<file path="src/rtl/cmplx_alu.sv">
// Pipelined complex ALU: Q1.15 multiply / conjugate-multiply / add / sub.
// Fixed 3-cycle latency, one op per cycle, results feed the data_mem write-back port.
module cmplx_alu #(
    parameter int unsigned DATA_WIDTH = 16,
    parameter int unsigned ADDR_WIDTH = 8,
    parameter int unsigned OP_WIDTH   = 8
) (
    input  logic                    clk,
    input  logic                    rst,
    input  logic                    op_v,
    input  logic [OP_WIDTH-1:0]     opcode,
    input  logic [ADDR_WIDTH-1:0]   wb_addr,
    input  logic [DATA_WIDTH*2-1:0] rdata0,
    input  logic [DATA_WIDTH*2-1:0] rdata1,
    input  logic                    clr_sat,
    output logic                    res_v,
    output logic [DATA_WIDTH*2-1:0] res_data,
    output logic [ADDR_WIDTH-1:0]   res_addr,
    output logic                    sat_flag,
    output logic                    bad_op,
    output logic [15:0]             op_cnt
);

    localparam int unsigned CW = DATA_WIDTH * 2;  // complex word
    localparam int unsigned PW = DATA_WIDTH * 2;  // one product
    localparam int unsigned SW = PW + 1;          // sum of two products
    localparam int unsigned RW = PW + 2;          // rounding headroom
    localparam int unsigned AW = DATA_WIDTH + 1;  // add/sub sum

    localparam logic [OP_WIDTH-1:0] OP_MULT  = OP_WIDTH'(0);
    localparam logic [OP_WIDTH-1:0] OP_ADD   = OP_WIDTH'(1);
    localparam logic [OP_WIDTH-1:0] OP_SUB   = OP_WIDTH'(2);
    localparam logic [OP_WIDTH-1:0] OP_CMULT = OP_WIDTH'(3);

    localparam logic signed [RW-1:0] RND  =
        {{(RW-DATA_WIDTH+1){1'b0}}, 1'b1, {(DATA_WIDTH-2){1'b0}}};
    localparam logic signed [RW-1:0] MAXV =
        {{(RW-DATA_WIDTH+1){1'b0}}, {(DATA_WIDTH-1){1'b1}}};
    localparam logic signed [RW-1:0] MINV =
        {{(RW-DATA_WIDTH+1){1'b1}}, {(DATA_WIDTH-1){1'b0}}};

    // Returns {clipped, value} for a signed value clamped to DATA_WIDTH bits.
    function automatic logic [DATA_WIDTH:0] sat_w(input logic signed [RW-1:0] v);
        if (v > MAXV) begin
            return {1'b1, 1'b0, {(DATA_WIDTH-1){1'b1}}};
        end else if (v < MINV) begin
            return {1'b1, 1'b1, {(DATA_WIDTH-1){1'b0}}};
        end
        return {1'b0, v[DATA_WIDTH-1:0]};
    endfunction

    // ---------------- S1: operand capture
    logic                  s1_v;
    logic [OP_WIDTH-1:0]   s1_op;
    logic [ADDR_WIDTH-1:0] s1_addr;
    logic [CW-1:0]         s1_a, s1_b;

    // S1 register: latch opcode, address and operands
    always_ff @(posedge clk or posedge rst) begin
        if (rst) begin
            s1_v    <= 1'b0;
            s1_op   <= '0;
            s1_addr <= '0;
            s1_a    <= '0;
            s1_b    <= '0;
        end else begin
            s1_v    <= op_v;
            s1_op   <= opcode;
            s1_addr <= wb_addr;
            s1_a    <= rdata0;
            s1_b    <= rdata1;
        end
    end

    // ---------------- S2: products and add/sub sums
    logic signed [DATA_WIDTH-1:0] ar, ai, br, bi;
    logic signed [PW-1:0]         p_rr, p_ii, p_ri, p_ir;
    logic signed [AW-1:0]         sum_re, sum_im;

    assign ar = s1_a[CW-1:DATA_WIDTH];
    assign ai = s1_a[DATA_WIDTH-1:0];
    assign br = s1_b[CW-1:DATA_WIDTH];
    assign bi = s1_b[DATA_WIDTH-1:0];

    assign p_rr = PW'(ar) * PW'(br);
    assign p_ii = PW'(ai) * PW'(bi);
    assign p_ri = PW'(ar) * PW'(bi);
    assign p_ir = PW'(ai) * PW'(br);

    // Only SUB subtracts; every other opcode carries the plain sum (unused if not ADD)
    assign sum_re = (s1_op == OP_SUB) ? {ar[DATA_WIDTH-1], ar} - {br[DATA_WIDTH-1], br}
                                      : {ar[DATA_WIDTH-1], ar} + {br[DATA_WIDTH-1], br};
    assign sum_im = (s1_op == OP_SUB) ? {ai[DATA_WIDTH-1], ai} - {bi[DATA_WIDTH-1], bi}
                                      : {ai[DATA_WIDTH-1], ai} + {bi[DATA_WIDTH-1], bi};

    logic                  s2_v;
    logic [OP_WIDTH-1:0]   s2_op;
    logic [ADDR_WIDTH-1:0] s2_addr;
    logic signed [PW-1:0]  s2_p_rr, s2_p_ii, s2_p_ri, s2_p_ir;
    logic signed [AW-1:0]  s2_sum_re, s2_sum_im;

    // S2 register: products and sums travel together with their valid bit
    always_ff @(posedge clk or posedge rst) begin
        if (rst) begin
            s2_v      <= 1'b0;
            s2_op     <= '0;
            s2_addr   <= '0;
            s2_p_rr   <= '0;
            s2_p_ii   <= '0;
            s2_p_ri   <= '0;
            s2_p_ir   <= '0;
            s2_sum_re <= '0;
            s2_sum_im <= '0;
        end else begin
            s2_v      <= s1_v;
            s2_op     <= s1_op;
            s2_addr   <= s1_addr;
            s2_p_rr   <= p_rr;
            s2_p_ii   <= p_ii;
            s2_p_ri   <= p_ri;
            s2_p_ir   <= p_ir;
            s2_sum_re <= sum_re;
            s2_sum_im <= sum_im;
        end
    end

    // ---------------- S3: combine products
    logic                  s3_v;
    logic [OP_WIDTH-1:0]   s3_op;
    logic [ADDR_WIDTH-1:0] s3_addr;
    logic signed [SW-1:0]  s3_re, s3_im;
    logic signed [AW-1:0]  s3_sum_re, s3_sum_im;

    // S3 register: CMULT flips the sign of ai*bi and swaps the cross-term subtraction
    always_ff @(posedge clk or posedge rst) begin
        if (rst) begin
            s3_v      <= 1'b0;
            s3_op     <= '0;
            s3_addr   <= '0;
            s3_re     <= '0;
            s3_im     <= '0;
            s3_sum_re <= '0;
            s3_sum_im <= '0;
        end else begin
            s3_v      <= s2_v;
            s3_op     <= s2_op;
            s3_addr   <= s2_addr;
            s3_sum_re <= s2_sum_re;
            s3_sum_im <= s2_sum_im;
            if (s2_op == OP_CMULT) begin
                s3_re <= {s2_p_rr[PW-1], s2_p_rr} + {s2_p_ii[PW-1], s2_p_ii};
                s3_im <= {s2_p_ir[PW-1], s2_p_ir} - {s2_p_ri[PW-1], s2_p_ri};
            end else begin
                s3_re <= {s2_p_rr[PW-1], s2_p_rr} - {s2_p_ii[PW-1], s2_p_ii};
                s3_im <= {s2_p_ri[PW-1], s2_p_ri} + {s2_p_ir[PW-1], s2_p_ir};
            end
        end
    end

    // ---------------- Output: round, saturate, select
    logic signed [RW-1:0] re_acc, im_acc, re_sh, im_sh;
    logic [DATA_WIDTH:0]  m_re, m_im, a_re, a_im;
    logic [CW-1:0]        res_data_d;
    logic                 sat_d, bad_d;

    // Round-half-up to Q1.15, clamp every candidate, then pick by opcode
    always_comb begin
        re_acc     = {s3_re[SW-1], s3_re} + RND;
        im_acc     = {s3_im[SW-1], s3_im} + RND;
        re_sh      = re_acc >>> (DATA_WIDTH - 1);
        im_sh      = im_acc >>> (DATA_WIDTH - 1);
        m_re       = sat_w(re_sh);
        m_im       = sat_w(im_sh);
        a_re       = sat_w({{(RW-AW){s3_sum_re[AW-1]}}, s3_sum_re});
        a_im       = sat_w({{(RW-AW){s3_sum_im[AW-1]}}, s3_sum_im});
        res_data_d = '0;
        sat_d      = 1'b0;
        bad_d      = 1'b0;
        case (s3_op)
            OP_MULT, OP_CMULT: begin
                res_data_d = {m_re[DATA_WIDTH-1:0], m_im[DATA_WIDTH-1:0]};
                sat_d      = m_re[DATA_WIDTH] | m_im[DATA_WIDTH];
            end
            OP_ADD, OP_SUB: begin
                res_data_d = {a_re[DATA_WIDTH-1:0], a_im[DATA_WIDTH-1:0]};
                sat_d      = a_re[DATA_WIDTH] | a_im[DATA_WIDTH];
            end
            default: bad_d = 1'b1;
        endcase
    end

    // Output register: data held across bubbles, sticky flags, completion counter
    always_ff @(posedge clk or posedge rst) begin
        if (rst) begin
            res_v    <= 1'b0;
            res_data <= '0;
            res_addr <= '0;
            sat_flag <= 1'b0;
            bad_op   <= 1'b0;
            op_cnt   <= '0;
        end else begin
            res_v <= s3_v;
            if (s3_v) begin
                res_data <= res_data_d;
                res_addr <= s3_addr;
            end
            // A saturating result beats a simultaneous clear
            sat_flag <= (sat_flag & ~clr_sat) | (s3_v & sat_d);
            bad_op   <= bad_op | (s3_v & bad_d);
            op_cnt   <= op_cnt + {15'd0, s3_v};
        end
    end

endmodule

</file>
<file path="config.mk">
export PLATFORM = sky130hd
export DESIGN_NAME = cmplx_alu
export DESIGN_NICKNAME = d
export VERILOG_FILES = /design/src/rtl/cmplx_alu.sv
export SDC_FILE = /design/constraint.sdc
export NUM_CORES = 2
export LEC_CHECK = 0
export ABC_AREA = 1
export CAP_MARGIN = 20
export CORE_MARGIN = 1
export CORE_UTILIZATION = 45
export CTS_BUF_LIST = sky130_fd_sc_hd__clkbuf_4 sky130_fd_sc_hd__clkbuf_8
export DETAILED_ROUTE_END_ITERATION = 16
export GPL_TIMING_DRIVEN = 0
export PLACE_DENSITY_LB_ADDON = 0.15
export SYNTH_ARGS = -nofsm -noshare
export SYNTH_HDL_FRONTEND = slang
export SYNTH_SLANG_ARGS = --single-unit
</file>
<file path="constraint.sdc">
create_clock -name clk -period 15 [get_ports clk]
set_input_delay 1.5 -clock clk [delete_from_list [all_inputs] [get_ports clk]]
set_output_delay 1.5 -clock clk [all_outputs]
set_load 0.02 [all_outputs]
</file>
==> flow_metrics.env <==
export IMPL_outcome="finished, violations left"
export IMPL_failed_checks="DRC"
export IMPL_hold_viol=0
export IMPL_cts_resized=0
export IMPL_reg2reg_slack_ps=6490
export IMPL_slowest_delay_ps=950
export IMPL_cp_max_fo=10
export IMPL_synth_edff_count=0
export IMPL_holdPathEnd="s3_sum_im[14]"
export IMPL_timing_critical_path_mode_cell="fa_1"
export IMPL_drc=116
export IMPL_arrival_ps=9060
export IMPL_synth_area_sq_um=60600
export IMPL_place_ws_ps=6670
export IMPL_clock_sinks=408
export IMPL_die_y_um=369
export IMPL_port_buffers=142
export IMPL_grt_pass1_wl_um=318000
export IMPL_tightest_slew_ps=1330
export IMPL_clk_pin_slew_ps=60
export IMPL_nets=9191
export IMPL_cts_root_buf="clkbuf_8"
export IMPL_worstHoldStart="s2_sum_im[14]"
export IMPL_wirelength_um=216000
export IMPL_fin_cells=9462
export IMPL_setup_slack_ps=6490
export IMPL_synthCells=7373
export IMPL_cts_buffers=77
export IMPL_dp_hpwl_um=181000
export IMPL_drv_slew=0
export IMPL_cts_tree="built"
export IMPL_cap_violations=0
export IMPL_final_setup_viol_count=0
export IMPL_gp_congestion=1.03
export IMPL_floorplan_die_area_sq_um=136000
export IMPL_multi_input_area_sq_um=42100
export IMPL_start_util_pct=45.4
export IMPL_ant_nets=0
export IMPL_fp_coreArea_sq_um=134000
export IMPL_htreeDepth=3
export IMPL_path_class="reg -> reg"
export IMPL_clock_path_buffers=3
export IMPL_cts_hold_fix_buffers=0
export IMPL_cp_end_kind="register"
export IMPL_num_fill_cells=13100
export IMPL_crit_required_ps=15550
export IMPL_first_global_vias=49900
export IMPL_row_count=134
export IMPL_synth_seq_cells=408
export IMPL_fin_crit_ps=8510
export IMPL_worstReg2RegStart="s1_a[31]"
export IMPL_fin_crit_sh_pct=56.8
export IMPL_io_pin_count=143
export IMPL_cp_cell_sequence="clkbuf_1 -> clkbuf_1 -> nand2_1 -> inv_1 -> fa_1 -> fa_1 -> inv_1 -> fa_1 -> inv_1 -> fa_1 -> inv_1 -> fa_1 -> fa_1 -> inv_1 -> ha_1 -> nand2_1 -> nor2_1 -> nand4_1 -> or2_2 -> nand2_1 -> xor2_1"
export IMPL_grt_overflow_total=0
export IMPL_relSlewSlack_pct=11.5
export IMPL_rsz0062_at_grt="no"
export IMPL_grtUsageTotal_pct=32.4
export IMPL_via_per_inst=5.16
export IMPL_vias=48800
export IMPL_dr_pass1_iters=13
export IMPL_r2r_cells=21
export IMPL_dp_cells=9310
export IMPL_hold_path_class="reg -> reg"
export IMPL_syn_nets=8939
export IMPL_synthFlopType="dfrtp_1"
export IMPL_async_flop_share_pct=100
export IMPL_synth_cell_types=59
export IMPL_slowest_stage="fa_1"
export IMPL_drive_above_1_share_pct=2.94
export IMPL_critPathTopFamily="adder cells"
export IMPL_hold_path_depth=0
export IMPL_synth_seq_area_share_pct=16.8
export IMPL_seqCellArea_sq_um=10200
export IMPL_drt_iter0_drc=4919
export IMPL_start_kind="register"
export IMPL_post_cts_buffers=0
export IMPL_die_width_um=369
export IMPL_avgSynthCellArea_sq_um=8.22
export IMPL_wl_per_cell_um=22.8
export IMPL_ys_warn_count=0
export IMPL_grt_max_degree=137
export IMPL_r2r_end="s2_p_ri[30]"
export IMPL_path_buf_inv=7
export IMPL_antenna_found_initial=21
export IMPL_skew_ps=110
export IMPL_areaGrowthSynthToFinish_pct=9.86
export IMPL_fmax_mhz=117
export IMPL_insertion_delay_ps=790
[worst max path at each step]
| stage | start | slack (ps) | to | cells past startpoint |
|---|---|---|---|---|
| final | s1_a[31] | 6490 | s2_p_ri[30] | 21 |
| after floorplan | rst | 2150 | bad_op | 1 |
| after detailed placement | s1_a[31] | 6670 | s2_p_ri[30] | 21 |
| after CTS | s1_a[31] | 6690 | s2_p_ri[30] | 21 |
| after global routing | s1_b[15] | 6330 | s2_p_ri[26] | 25 |
| after global placement | rst | -2970 | s1_a[15] | 2 |
[cell usage after synthesis, types with 4 or more instances]
cell type | count | area share [%]
a21boi_0 | 12 | 0.15
a21o_1 | 42 | 0.52
a21oi_1 | 219 | 1.8
a221oi_1 | 6 | 0.087
a31oi_1 | 32 | 0.33
buf_1 | 27 | 0.17
clkbuf_1 | 214 | 1.3
dfrtp_1 | 408 | 17
fa_1 | 1050 | 35
ha_1 | 432 | 8.9
inv_1 | 1950 | 12
nand2_1 | 1769 | 11
nand2_2 | 5 | 0.052
nand3_1 | 128 | 1.1
nand3b_1 | 4 | 0.050
nand4_1 | 33 | 0.34
nor2_1 | 342 | 2.1
nor3_1 | 52 | 0.43
nor3_2 | 6 | 0.099
nor4_1 | 19 | 0.20
o211ai_1 | 7 | 0.087
o21a_1 | 19 | 0.24
o21ai_0 | 147 | 1.2
o21ai_1 | 21 | 0.17
o21ai_2 | 6 | 0.087
o21bai_1 | 25 | 0.31
o31ai_1 | 6 | 0.074
or2_2 | 7 | 0.072
xnor2_1 | 99 | 1.4
xor2_1 | 234 | 3.4
[stage by stage]
| step | hold WS, ps | area (sq um) | TNS [ps] | utilization, % |
|---|---|---|---|---|
| after floorplan | 331 | 60600 | 0 | - |
| final | 339 | 66600 | 0 | 49.8 |
| after global placement | 332 | 64300 | -1162190 | 48.1 |
| after detailed placement | 335 | 64700 | 0 | 48.5 |
| after CTS | 338 | 66500 | 0 | 49.8 |
| after global routing | 343 | 66600 | 0 | 49.8 |
[cell type report]
cell class                      instances  area share (%)
Multi-Input combinational cell       4762            63.2
Sequential cell                       408            15.3
Inverter                             1956            11.0
Tap cell                             1768            3.32
Timing Repair Buffer                  173            2.96
Clock buffer                          107            2.09
Buffer                                247            1.46
Clock inverter                         32           0.552
Antenna cell                            9          0.0338
[placed cells by master (no fill, tap or decap), types with 21 or more instances in the layout]
master           instances
nand2_1               1769
buf_1                   27
a31oi_1                 32
o21ai_0                147
ha_1                   432
nand3_1                128
fa_1                  1050
nor2_1                 342
dfrtp_1                408
xor2_1                 234
clkbuf_1               213
clkbuf_8                94
inv_1                 1949
a21o_1                  42
nand4_1                 33
o21bai_1                25
nor3_1                  52
a21oi_1                219
o21ai_1                 21
clkdlybuf4s50_1        142
xnor2_1                 99
[worst register-to-register path: stages (launching register included)]
cell and delay (ps):
dfrtp_1 350, clkbuf_1 640, clkbuf_1 880, nand2_1 230, inv_1 210, fa_1 550, fa_1 950, inv_1 150
fa_1 570, inv_1 90, fa_1 540, inv_1 70, fa_1 520, fa_1 560, inv_1 80, ha_1 500
nand2_1 120, nor2_1 260, nand4_1 120, or2_2 310, nand2_1 80, xor2_1 600
[cell families (layout without fill, tap and decap cells)]
| logic type | Yosys count | in the layout | share of synthesized area [%] |
|---|---|---|---|
| AOI/OAI and AO/OA | 564 | 564 | 5.39 |
| adders and majority gates | 1482 | 1482 | 43.6 |
| xor gates and xnor gates | 334 | 334 | 4.84 |
| other | 0 | 9 | 0 |
| DFF | 408 | 408 | 16.8 |
| and+or+nand+nor | 2382 | 2382 | 15.6 |
| buffers and inverters | 2203 | 2515 | 13.7 |
[registers in the layout, indices dropped and copies added, names as in the netlist, 8 cells and up]
register   cells
s2_sum_re     17
s1_a          32
op_cnt        16
s2_p_rr       32
s2_p_ri       32
s2_p_ii       32
s3_addr        8
s3_sum_im     17
res_data      32
s1_op          8
s3_im         19
res_addr       8
s2_sum_im     17
s2_op          8
s1_b          32
s3_op          8
s2_p_ir       32
s2_addr        8
s3_sum_re     17
s3_re         19
s1_addr        8
[routing by layer]
| layer | part of all wire (%) | vias to the layer above | wire length, um | global-route usage [%] |
|---|---|---|---|---|
| li1 | - | 22000 | - | - |
| met1 | 41 | 24200 | 88600 | 43.6 |
| met4 | 5.0 | 12 | 10700 | 14.2 |
| met3 | 11 | 363 | 23400 | 9.08 |
| met2 | 43 | 2172 | 92800 | 48.6 |
| met5 | 0.040 | - | 86 | 0 |
Power is left out: the tool's default activity adds up to more than one toggle a clock period on the data nets, which glitch-free logic cannot reach.
